**src/rtl/ula_pkg.sv**
```systemverilog
// Shared definitions for the ula execute controller: widths, opcodes, FSM encoding.
// Latency: not applicable, this file holds declarations only.
// Backpressure: not applicable.
package ula_pkg;

  localparam int W     = 8;
  localparam int NREGS = 4;

  localparam logic [3:0] OP_NOT = 4'd0;
  localparam logic [3:0] OP_AND = 4'd1;
  localparam logic [3:0] OP_OR  = 4'd2;
  localparam logic [3:0] OP_XOR = 4'd3;
  localparam logic [3:0] OP_ADD = 4'd4;
  localparam logic [3:0] OP_SUB = 4'd5;
  localparam logic [3:0] OP_SLR = 4'd6;
  localparam logic [3:0] OP_SRR = 4'd7;
  localparam logic [3:0] OP_MUL = 4'd8;
  localparam logic [3:0] OP_ROL = 4'd9;
  localparam logic [3:0] OP_MOV = 4'd10;

  typedef enum logic [1:0] {
    ST_IDLE = 2'd0,
    ST_READ = 2'd1,
    ST_EXEC = 2'd2,
    ST_WB   = 2'd3
  } state_e;

  // True for opcodes whose result comes from the ula and updates the ZERO flag.
  function automatic logic is_alu_op(input logic [3:0] op);
    case (op)
      OP_NOT, OP_AND, OP_OR, OP_XOR, OP_ADD,
      OP_SUB, OP_SLR, OP_SRR, OP_MUL, OP_ROL: return 1'b1;
      default:                                return 1'b0;
    endcase
  endfunction

endpackage

```
**src/rtl/ula_ctrl_if.sv**
```systemverilog
// Bundle of the controller's instruction, load, ula and debug signals.
// Latency: wires only, no storage.
// Backpressure: instr_valid/instr_ready handshake; ld and ula signals have none.
interface ula_ctrl_if;
  import ula_pkg::*;

  logic         instr_valid;
  logic         instr_ready;
  logic [W-1:0] instr;
  logic         ld_valid;
  logic [1:0]   ld_addr;
  logic [W-1:0] ld_data;
  logic [W-1:0] alu_a;
  logic [W-1:0] alu_b;
  logic [3:0]   alu_sel;
  logic [W-1:0] alu_s;
  logic         alu_zero;
  logic         done;
  logic         err;
  logic         zero_flag;
  logic [1:0]   dbg_addr;
  logic [W-1:0] dbg_data;

  // Environment side: issues instructions/loads, hosts the ula, reads debug.
  modport master (
    output instr_valid, instr, ld_valid, ld_addr, ld_data, alu_s, alu_zero, dbg_addr,
    input  instr_ready, alu_a, alu_b, alu_sel, done, err, zero_flag, dbg_data
  );

  // Controller side.
  modport slave (
    input  instr_valid, instr, ld_valid, ld_addr, ld_data, alu_s, alu_zero, dbg_addr,
    output instr_ready, alu_a, alu_b, alu_sel, done, err, zero_flag, dbg_data
  );

endinterface

```
**src/rtl/ula_regfile.sv**
```systemverilog
// 4x8 register file: one write port, two operand read ports and one debug read port.
// Latency: reads are combinational; a write is visible the cycle after its edge.
// Backpressure: none, a write with we=1 always lands.
module ula_regfile
  import ula_pkg::*;
(
  input  logic         clk,
  input  logic         rst_n,
  input  logic         we,
  input  logic [1:0]   waddr,
  input  logic [W-1:0] wdata,
  input  logic [1:0]   ra_addr,
  input  logic [1:0]   rb_addr,
  input  logic [1:0]   dbg_addr,
  output logic [W-1:0] ra_data,
  output logic [W-1:0] rb_data,
  output logic [W-1:0] dbg_data
);

  logic [W-1:0] mem_q [NREGS];
  logic [W-1:0] mem_d [NREGS];

  // Next contents: unchanged unless the single write port targets an entry.
  always_comb begin
    mem_d = mem_q;
    if (we) mem_d[waddr] = wdata;
  end

  // Storage clears to zero on reset.
  always_ff @(posedge clk or negedge rst_n) begin
    if (!rst_n) begin
      for (int i = 0; i < NREGS; i++) mem_q[i] <= '0;
    end else begin
      mem_q <= mem_d;
    end
  end

  assign ra_data  = mem_q[ra_addr];
  assign rb_data  = mem_q[rb_addr];
  assign dbg_data = mem_q[dbg_addr];

endmodule

```
**src/rtl/ula_ctrl.sv**
```systemverilog
// Four-state execute controller driving the combinational ula from a 4x8 register file.
// Latency: accepted at edge N, done pulses in the WB cycle before edge N+3; one op per 4 cycles.
// Backpressure: instr_ready is high only in IDLE; loads outside IDLE are dropped.
module ula_ctrl
  import ula_pkg::*;
(
  input  logic       clk,
  input  logic       rst_n,
  ula_ctrl_if.slave  bus
);

  state_e       state_q, state_d;
  logic [W-1:0] ir_q, ir_d;
  logic [W-1:0] alu_a_q, alu_a_d;
  logic [W-1:0] alu_b_q, alu_b_d;
  logic [3:0]   alu_sel_q, alu_sel_d;
  logic [W-1:0] res_q, res_d;
  logic         zf_q, zf_d;
  logic         zero_flag_q, zero_flag_d;

  logic         rf_we;
  logic [1:0]   rf_waddr;
  logic [W-1:0] rf_wdata;
  logic [W-1:0] rd_a, rd_b;

  logic [3:0]   opcode;
  logic [1:0]   ra, rb;

  assign opcode = ir_q[7:4];
  assign ra     = ir_q[3:2];
  assign rb     = ir_q[1:0];

  ula_regfile u_rf (
    .clk      (clk),
    .rst_n    (rst_n),
    .we       (rf_we),
    .waddr    (rf_waddr),
    .wdata    (rf_wdata),
    .ra_addr  (ra),
    .rb_addr  (rb),
    .dbg_addr (bus.dbg_addr),
    .ra_data  (rd_a),
    .rb_data  (rd_b),
    .dbg_data (bus.dbg_data)
  );

  // Sequencing plus the register-file write mux (direct load in IDLE, writeback in WB).
  always_comb begin
    state_d         = state_q;
    ir_d            = ir_q;
    alu_a_d         = alu_a_q;
    alu_b_d         = alu_b_q;
    alu_sel_d       = alu_sel_q;
    res_d           = res_q;
    zf_d            = zf_q;
    zero_flag_d     = zero_flag_q;
    rf_we           = 1'b0;
    rf_waddr        = 2'd0;
    rf_wdata        = '0;
    bus.instr_ready = 1'b0;
    bus.done        = 1'b0;
    bus.err         = 1'b0;
    case (state_q)
      ST_IDLE: begin
        bus.instr_ready = 1'b1;
        // The load writes at the same edge the instruction is latched, so READ sees it.
        if (bus.ld_valid) begin
          rf_we    = 1'b1;
          rf_waddr = bus.ld_addr;
          rf_wdata = bus.ld_data;
        end
        if (bus.instr_valid) begin
          ir_d    = bus.instr;
          state_d = ST_READ;
        end
      end
      ST_READ: begin
        alu_a_d   = rd_a;
        alu_b_d   = rd_b;
        alu_sel_d = (is_alu_op(opcode) || opcode == OP_MOV) ? opcode : 4'd0;
        state_d   = ST_EXEC;
      end
      ST_EXEC: begin
        res_d   = bus.alu_s;
        zf_d    = bus.alu_zero;
        state_d = ST_WB;
      end
      ST_WB: begin
        bus.done = 1'b1;
        if (is_alu_op(opcode)) begin
          rf_we       = 1'b1;
          rf_waddr    = ra;
          rf_wdata    = res_q;
          zero_flag_d = zf_q;
        end else if (opcode == OP_MOV) begin
          rf_we    = 1'b1;
          rf_waddr = ra;
          rf_wdata = rd_b;
        end else begin
          bus.err = 1'b1;
        end
        state_d = ST_IDLE;
      end
      default: state_d = ST_IDLE;
    endcase
  end

  // State and datapath registers; reset aborts any in-flight instruction.
  always_ff @(posedge clk or negedge rst_n) begin
    if (!rst_n) begin
      state_q     <= ST_IDLE;
      ir_q        <= '0;
      alu_a_q     <= '0;
      alu_b_q     <= '0;
      alu_sel_q   <= '0;
      res_q       <= '0;
      zf_q        <= 1'b0;
      zero_flag_q <= 1'b0;
    end else begin
      state_q     <= state_d;
      ir_q        <= ir_d;
      alu_a_q     <= alu_a_d;
      alu_b_q     <= alu_b_d;
      alu_sel_q   <= alu_sel_d;
      res_q       <= res_d;
      zf_q        <= zf_d;
      zero_flag_q <= zero_flag_d;
    end
  end

  assign bus.alu_a     = alu_a_q;
  assign bus.alu_b     = alu_b_q;
  assign bus.alu_sel   = alu_sel_q;
  assign bus.zero_flag = zero_flag_q;

endmodule

```
**src/flat_wrapper.sv**
```systemverilog
// flat-port wrapper written by rule: the top's interface ports become plain ports
module ula_ctrl_flat import ula_pkg::*;
  (clk, rst_n, bus_instr_valid, bus_instr, bus_ld_valid, bus_ld_addr, bus_ld_data, bus_alu_s, bus_alu_zero, bus_dbg_addr, bus_instr_ready, bus_alu_a, bus_alu_b, bus_alu_sel, bus_done, bus_err, bus_zero_flag, bus_dbg_data);
  ula_ctrl_if bus_i ();
  input  logic clk;
  input  logic rst_n;
  input wire logic [$bits(bus_i.instr_valid)-1:0] bus_instr_valid;
  input wire logic [$bits(bus_i.instr)-1:0] bus_instr;
  input wire logic [$bits(bus_i.ld_valid)-1:0] bus_ld_valid;
  input wire logic [$bits(bus_i.ld_addr)-1:0] bus_ld_addr;
  input wire logic [$bits(bus_i.ld_data)-1:0] bus_ld_data;
  input wire logic [$bits(bus_i.alu_s)-1:0] bus_alu_s;
  input wire logic [$bits(bus_i.alu_zero)-1:0] bus_alu_zero;
  input wire logic [$bits(bus_i.dbg_addr)-1:0] bus_dbg_addr;
  output wire logic [$bits(bus_i.instr_ready)-1:0] bus_instr_ready;
  output wire logic [$bits(bus_i.alu_a)-1:0] bus_alu_a;
  output wire logic [$bits(bus_i.alu_b)-1:0] bus_alu_b;
  output wire logic [$bits(bus_i.alu_sel)-1:0] bus_alu_sel;
  output wire logic [$bits(bus_i.done)-1:0] bus_done;
  output wire logic [$bits(bus_i.err)-1:0] bus_err;
  output wire logic [$bits(bus_i.zero_flag)-1:0] bus_zero_flag;
  output wire logic [$bits(bus_i.dbg_data)-1:0] bus_dbg_data;
  assign bus_i.instr_valid = bus_instr_valid;
  assign bus_i.instr = bus_instr;
  assign bus_i.ld_valid = bus_ld_valid;
  assign bus_i.ld_addr = bus_ld_addr;
  assign bus_i.ld_data = bus_ld_data;
  assign bus_i.alu_s = bus_alu_s;
  assign bus_i.alu_zero = bus_alu_zero;
  assign bus_i.dbg_addr = bus_dbg_addr;
  assign bus_instr_ready = bus_i.instr_ready;
  assign bus_alu_a = bus_i.alu_a;
  assign bus_alu_b = bus_i.alu_b;
  assign bus_alu_sel = bus_i.alu_sel;
  assign bus_done = bus_i.done;
  assign bus_err = bus_i.err;
  assign bus_zero_flag = bus_i.zero_flag;
  assign bus_dbg_data = bus_i.dbg_data;
  ula_ctrl u_core (.clk(clk), .rst_n(rst_n), .bus(bus_i));
endmodule
```
**config.mk**
```make
export PLATFORM = sky130hd
export DESIGN_NAME = ula_ctrl_flat
export DESIGN_NICKNAME = d
export VERILOG_FILES = /design/src/rtl/ula_pkg.sv /design/src/rtl/ula_ctrl_if.sv /design/src/rtl/ula_regfile.sv /design/src/rtl/ula_ctrl.sv /design/src/flat_wrapper.sv
export SDC_FILE = /design/constraint.sdc
export NUM_CORES = 1
export LEC_CHECK = 0
export CAP_MARGIN = 10
export CORE_AREA = 2 2 87 89
export CTS_CLUSTER_SIZE = 24
export DETAILED_ROUTE_END_ITERATION = 12
export DIE_AREA = 0 0 89 91
export PLACE_DENSITY = 0.88
export SYNTH_ARGS = -nofsm -noshare
export SYNTH_HDL_FRONTEND = slang
export SYNTH_SLANG_ARGS = --single-unit
```
**constraint.sdc**
```tcl
create_clock -name clk -period 2.4 [get_ports clk]
set_input_delay 0.24 -clock clk [delete_from_list [all_inputs] [get_ports clk]]
set_output_delay 0.24 -clock clk [all_outputs]
set_load 0.02 [all_outputs]
```
* Word-level counts from Yosys, hierarchy flattened
Memory sizes are Yosys's and may differ from the RTL's.
Index checks and enable logic that the tools add are counted.
** Storage, ports and cells
- Memories :: 2
- Flip-flop bits (word level) :: 72
- Output and inout bits :: 32
- Word-level logic and storage cells :: 67
- Input port bits :: 33
- Memory bits (read-only) :: 32
** Memory list
- (name not given) :: depth 16, bits a word 1, read ports 1, clocked after memory_dff 0, wr ports 0, line ula_pkg.sv:30 : case (op)
- (name not given) :: depth 16, bits a word 1, read ports 1, clocked after memory_dff 0, wr ports 0, line ula_pkg.sv:30
** Cells by class
- Reductions and logical operators :: 5
- Order comparisons :: 5
- Bitwise gates (word level) :: 4
- Eq/ne operators :: 5
- Multiplexer cells :: 34
** Operators with widths (count)
- $mux 8 :: 10
- $bmux 8 s2 :: 3
- $bwmux 32 :: 1
- $demux 8 s2 :: 1
- $pmux 8 s2 :: 1
- $ge 3x3->1 const B :: 4
- $not 2->3 :: 4
- $mux 1 :: 10
- $mux 2 :: 4
- $pmux 2 s4 :: 1
- $eq 2x2->1 const B :: 2
- $eq 4x4->1 const B :: 1
- $mux 4 :: 1
- $pmux 2 s2 :: 1
- $reduce_and 2->1 :: 2
- $lt 3x1->1 const B :: 1
- $eq 2x1->1 const B :: 1
- $logic_not 2->1 :: 1
- $ne 2x2->1 const B :: 1
- $pmux 1 s2 :: 1
- $logic_and 1x1->1 :: 1
- $logic_or 1x1->1 :: 1

* Depth between registers and ports, before layout
- Depth after elaboration :: 10
- Gate-level depth with buffers :: 7
- Depth with buffers taken out :: 6

* Cells and area by module
Synthesis repeated with hierarchy kept, for this count alone.
** Unflattened totals
- Cell total of the unflattened synthesis :: 238
- Area, all modules :: 3592.2 µm²
** Modules (own cells, without submodules)
- ula_ctrl :: cells an instance 140, area each 1813.0 µm², instances 1
- ula_regfile :: cells an instance 98, area each 1779.2 µm², instances 1

* Least setup slack after synthesis
OpenSTA, ideal clock, no wires.
- Path kind :: register -> register
- From :: register u_core.state_q[0]
- To :: register u_core.u_rf.mem_q[0] in the netlist's numbering
- Clock period less this slack :: 2073 ps
- Setup slack :: 327 ps
- Setup time :: 125 ps
- Cell stages (with the launch flop) :: 7
- Path buffers :: 0
- Data arrival time :: 1949 ps
- Path through :: dfrtp_1 inv_1 ha_1 and2_1 a32o_1 nor3b_4 mux2_2
** Between the ends
- Cells in the longest elaborated chain, start to end :: 8
- Elaborated cells on any way between the ends :: 12
- Classes of those cells :: order compare: 2; eq/ne: 1; mux: 6; bitwise: 1; reduce/logical: 2
** Ends and longest elaborated chain
- start, declared :: line ula_ctrl.sv:12 : state_e state_q, state_d;
- start signal, assigned :: line ula_ctrl.sv:120 : state_q <= state_d;
- $eq 2x2->1 / $logic_not 2->1 (equally long branches) :: line ula_ctrl.sv:63 : case (state_q)
- $pmux 2 s2 :: line ula_ctrl.sv:63
- $not 2->3 (implied by the code) :: line ula_regfile.sv:26 : if (we) mem_d[waddr] = wdata;
- $ge 3x3->1 (implied by the code) / $lt 3x1->1 (equally long branches) :: line ula_regfile.sv:26
- $logic_and 1x1->1 (implied by the code) :: line ula_regfile.sv:26
- $mux 8 (implied by the code) :: line ula_regfile.sv:26
- $demux 8 s2 :: line ula_regfile.sv:26
- $bwmux 32 :: line ula_regfile.sv:26
- end signal, assigned :: line ula_regfile.sv:34 : mem_q <= mem_d;
- end, declared :: line ula_regfile.sv:20 : logic [W-1:0] mem_q [NREGS];
Parallel ways exist; a longest one is shown, timed or not.
A chain may end at the register's enable or synchronous reset.

* Final worst setup path
- From :: register u_core.state_q[0]
- To :: output bus_err
** Between the ends
- Cells in the longest elaborated chain, start to end :: 2
** Ends and longest elaborated chain
- $eq 2x2->1 :: line ula_ctrl.sv:63
- $mux 1 :: line ula_ctrl.sv:63
- end, declared :: line flat_wrapper.sv:20 : output wire logic [$bits(bus_i.err)-1:0] bus_err;
Every way passes these cells.

==> results.json <==
{
  "status": "complete, no violations",
  "start_util_pct": 51.4,
  "hold_viol_final": 0,
  "final_core_util_pct": 66.9,
  "critPathRequiredTime_ps": 2160,
  "synth.avg_cell_area_um2": 15.3,
  "met2_wirelength_um": 4690,
  "grt_pass1_wl_um": 14100,
  "grt_use_total_pct": 23.5,
  "num_vias": 2488,
  "drc": 0,
  "die_h_um": 91,
  "fill_cells": 495,
  "cts-buffers-inserted": 9,
  "antennaDiodeCount": 0,
  "dpl.hpwl_um": 6170,
  "fin_nets": 355,
  "power_leakage_uw": 0.00207,
  "cts-resized-gates": 0,
  "max_freq_mhz": 439,
  "vias_per_cell": 5.90,
  "post_cts_buffers": 0,
  "top_layer": "met4",
  "synth.yosys.seq_area_share_pct": 49.1,
  "gp_congestion": 0.797,
  "rsz0062_at_grt": "false",
  "syn-instance-count": 239,
  "cts_num_sinks": 72,
  "ys_ff_latch": 72,
  "met3_length_um": 628,
  "min_period_ps": 2280,
  "finalSetupTns_ps": 0,
  "cts_max_level": 3,
  "maxSlewHeadroom_pct": 58.1,
  "insertion_delay_ps": 350,
  "synth_cell_type_count": 32,
  "synth_warnings": 0,
  "period_share_pct": 95.0,
  "preCtsSetupSlack_ps": 194,
  "antenna_found_initial": 0,
  "dr.pass1.iters": 4,
  "whs_ps": 462,
  "endpoint_kind": "output port",
  "hp-class": "input pin to asynchronous set/reset pin",
  "cellPowerDensity_mw_per_mm2": 1180,
  "post_drt_wl_per_cell_um": 21.1,
  "synth_area_mm2": 0.00367,
  "die_area_mm2": 0.00810,
  "slew_violations": 0,
  "arrival_ps": 2040,
  "root_buffer": "clkbuf_8",
  "ios": 65,
  "antenna_left": 0,
  "m1WireLength_um": 3330,
  "drive_gt1_share_pct": 40.2,
  "cts_buffer_depth": 2,
  "grt_overflow_total": 0,
  "crit_type": "flop to output port",
  "setup.worst_path.start_class": "flop",
  "drt-initial-drc-count": 149,
  "numPortBuffers": 64,
  "cp_max_fo": 11,
  "synth_nets": 276,
  "core_region_area_mm2": 0.00714,
  "worst_slack_ps": 121,
  "cts_tree": "built",
  "num_rows": 31,
  "grt_max_degree": 73,
  "cts.reportedPaths.clkPinSlew_ps": 70,
  "wirelength_um": 8910,
  "clock-skew-final_ps": 7.04,
  "worst_slew_pin_slew_ps": 629,
  "fp.dieW_um": 89,
  "grt_pass1_vias": 2678,
  "max_cap_viol_count": 0,
  "peakVddDrop_v": 0.000443,
  "setup_viol": 0,
  "area_delta_synth_final_pct": 30.3
}
==> flip-flops by register name, summed over array words and instances, names as in the netlist <==
signal and count:
u_core.state_q 2, u_core.ir_q 8, u_core.bus.alu_sel 4, u_core.bus.alu_b 8
u_core.zf_q 1, u_core.u_rf.mem_q 32, u_core.bus.alu_a 8, u_core.bus.zero_flag 1
u_core.res_q 8
==> cells in the final DEF (no fill, tap or decap), drive strengths merged, types with 4 or more instances in the layout <==
cell	n
dfrtp	72
mux2	66
mux4	24
nand3	5
buf	19
clkbuf	11
o2bb2ai	8
bufinv	4
inv	7
o21ai	7
a32oi	9
ha	4
clkdlybuf4s50	63
==> synth_stat cells, drive strengths merged <==
cell / count / area share, %
o31ai: 1 / 0.20
nor4: 1 / 0.34
a32o: 1 / 0.27
nor2: 3 / 0.31
o2bb2ai: 8 / 1.9
a311o: 1 / 0.27
nand3b: 2 / 0.51
nand3: 5 / 0.68
nand2b: 1 / 0.17
inv: 7 / 0.72
nor3b: 1 / 0.51
o21ai: 7 / 0.96
a21o: 1 / 0.20
a31o: 1 / 0.24
mux2: 66 / 21
o211ai: 1 / 0.20
and2: 1 / 0.17
nand2: 3 / 0.31
buf: 7 / 1.3
ha: 4 / 1.4
dfrtp: 72 / 49
a21boi: 1 / 0.51
clkbuf: 8 / 0.82
mux4: 24 / 15
a32oi: 9 / 2.7
a21oi: 3 / 0.41
==> worst max-delay path: stages, from the launching register on <==
cell             delay, ps
dfrtp_1                410
ha_1                   220
buf_4                  200
nand2_1                110
nor2_1                 130
clkdlybuf4s50_1        610
==> final cells by class <==
class                      count  area, um2  area share (%)
sequential                    72       1800            37.7
inverter                       7       26.3           0.550
multi-input combinational    145       1760            36.9
timing repair buffer          83        793            16.6
tap                           99        124            2.59
clock buffer                  11        141            2.96
clock inverter                 5        128            2.67
==> path summary, 6_finish.rpt <==
path                                       from                    end  slack (ps)  cells past startpoint
max in group asynchronous                 rst_n   u_core.u_rf.mem_q[7]        1660                      3
setup reg to reg              u_core.state_q[0]  u_core.u_rf.mem_q[18]         170                      7
hold reg to reg            u_core.bus.zero_flag   u_core.bus.zero_flag         510                      1
min in group clk                   bus_instr[0]         u_core.ir_q[0]         500                      2
setup / recovery              u_core.state_q[0]                bus_err         120                      5
hold / removal                            rst_n        u_core.res_q[0]         460                      3
==> logic make-up (layout without fill, tap and decap cells) <==
family,after synthesis,count (layout),synth area share (%)
fa+ha+maj,4,4,1.37
simple gates,17,17,3.00
mux,90,90,35.8
buf+inv,22,106,2.80
compound gates,34,34,7.85
flops,72,72,49.1
==> metal layers <==
metal / vias to the layer above / global-route usage (%)
li1: 1088 / -
met4: 0 / 11.3
met5: - / 0
met2: 102 / 39.0
met3: 21 / 5.91
met1: 1277 / 28.2
==> power by group <==
group,switching [uW],total [uW],internal [uW]
Clock,444,1270,824
Combinational,1100,2360,1260
Sequential,418,1980,1570
==> through the flow <==
stage,std cells,power (uW),cell area [um2]
2_1_floorplan,239,3500,3670
3_3_place_gp,405,4210,4500
3_5_place_dp,405,4320,4500
4_1_cts,422,5630,4780
5_1_grt,422,5890,4780
6_report,422,5620,4780
==> repair_timing <==
| action | CTS | global route |
|---|---|---|
| setup endpoints to repair | 0 | 0 |
| hold buffers | 1 | 0 |
| endpoints found under the hold margin | 72 | 0 |
(Power assumes the default switching activity.)
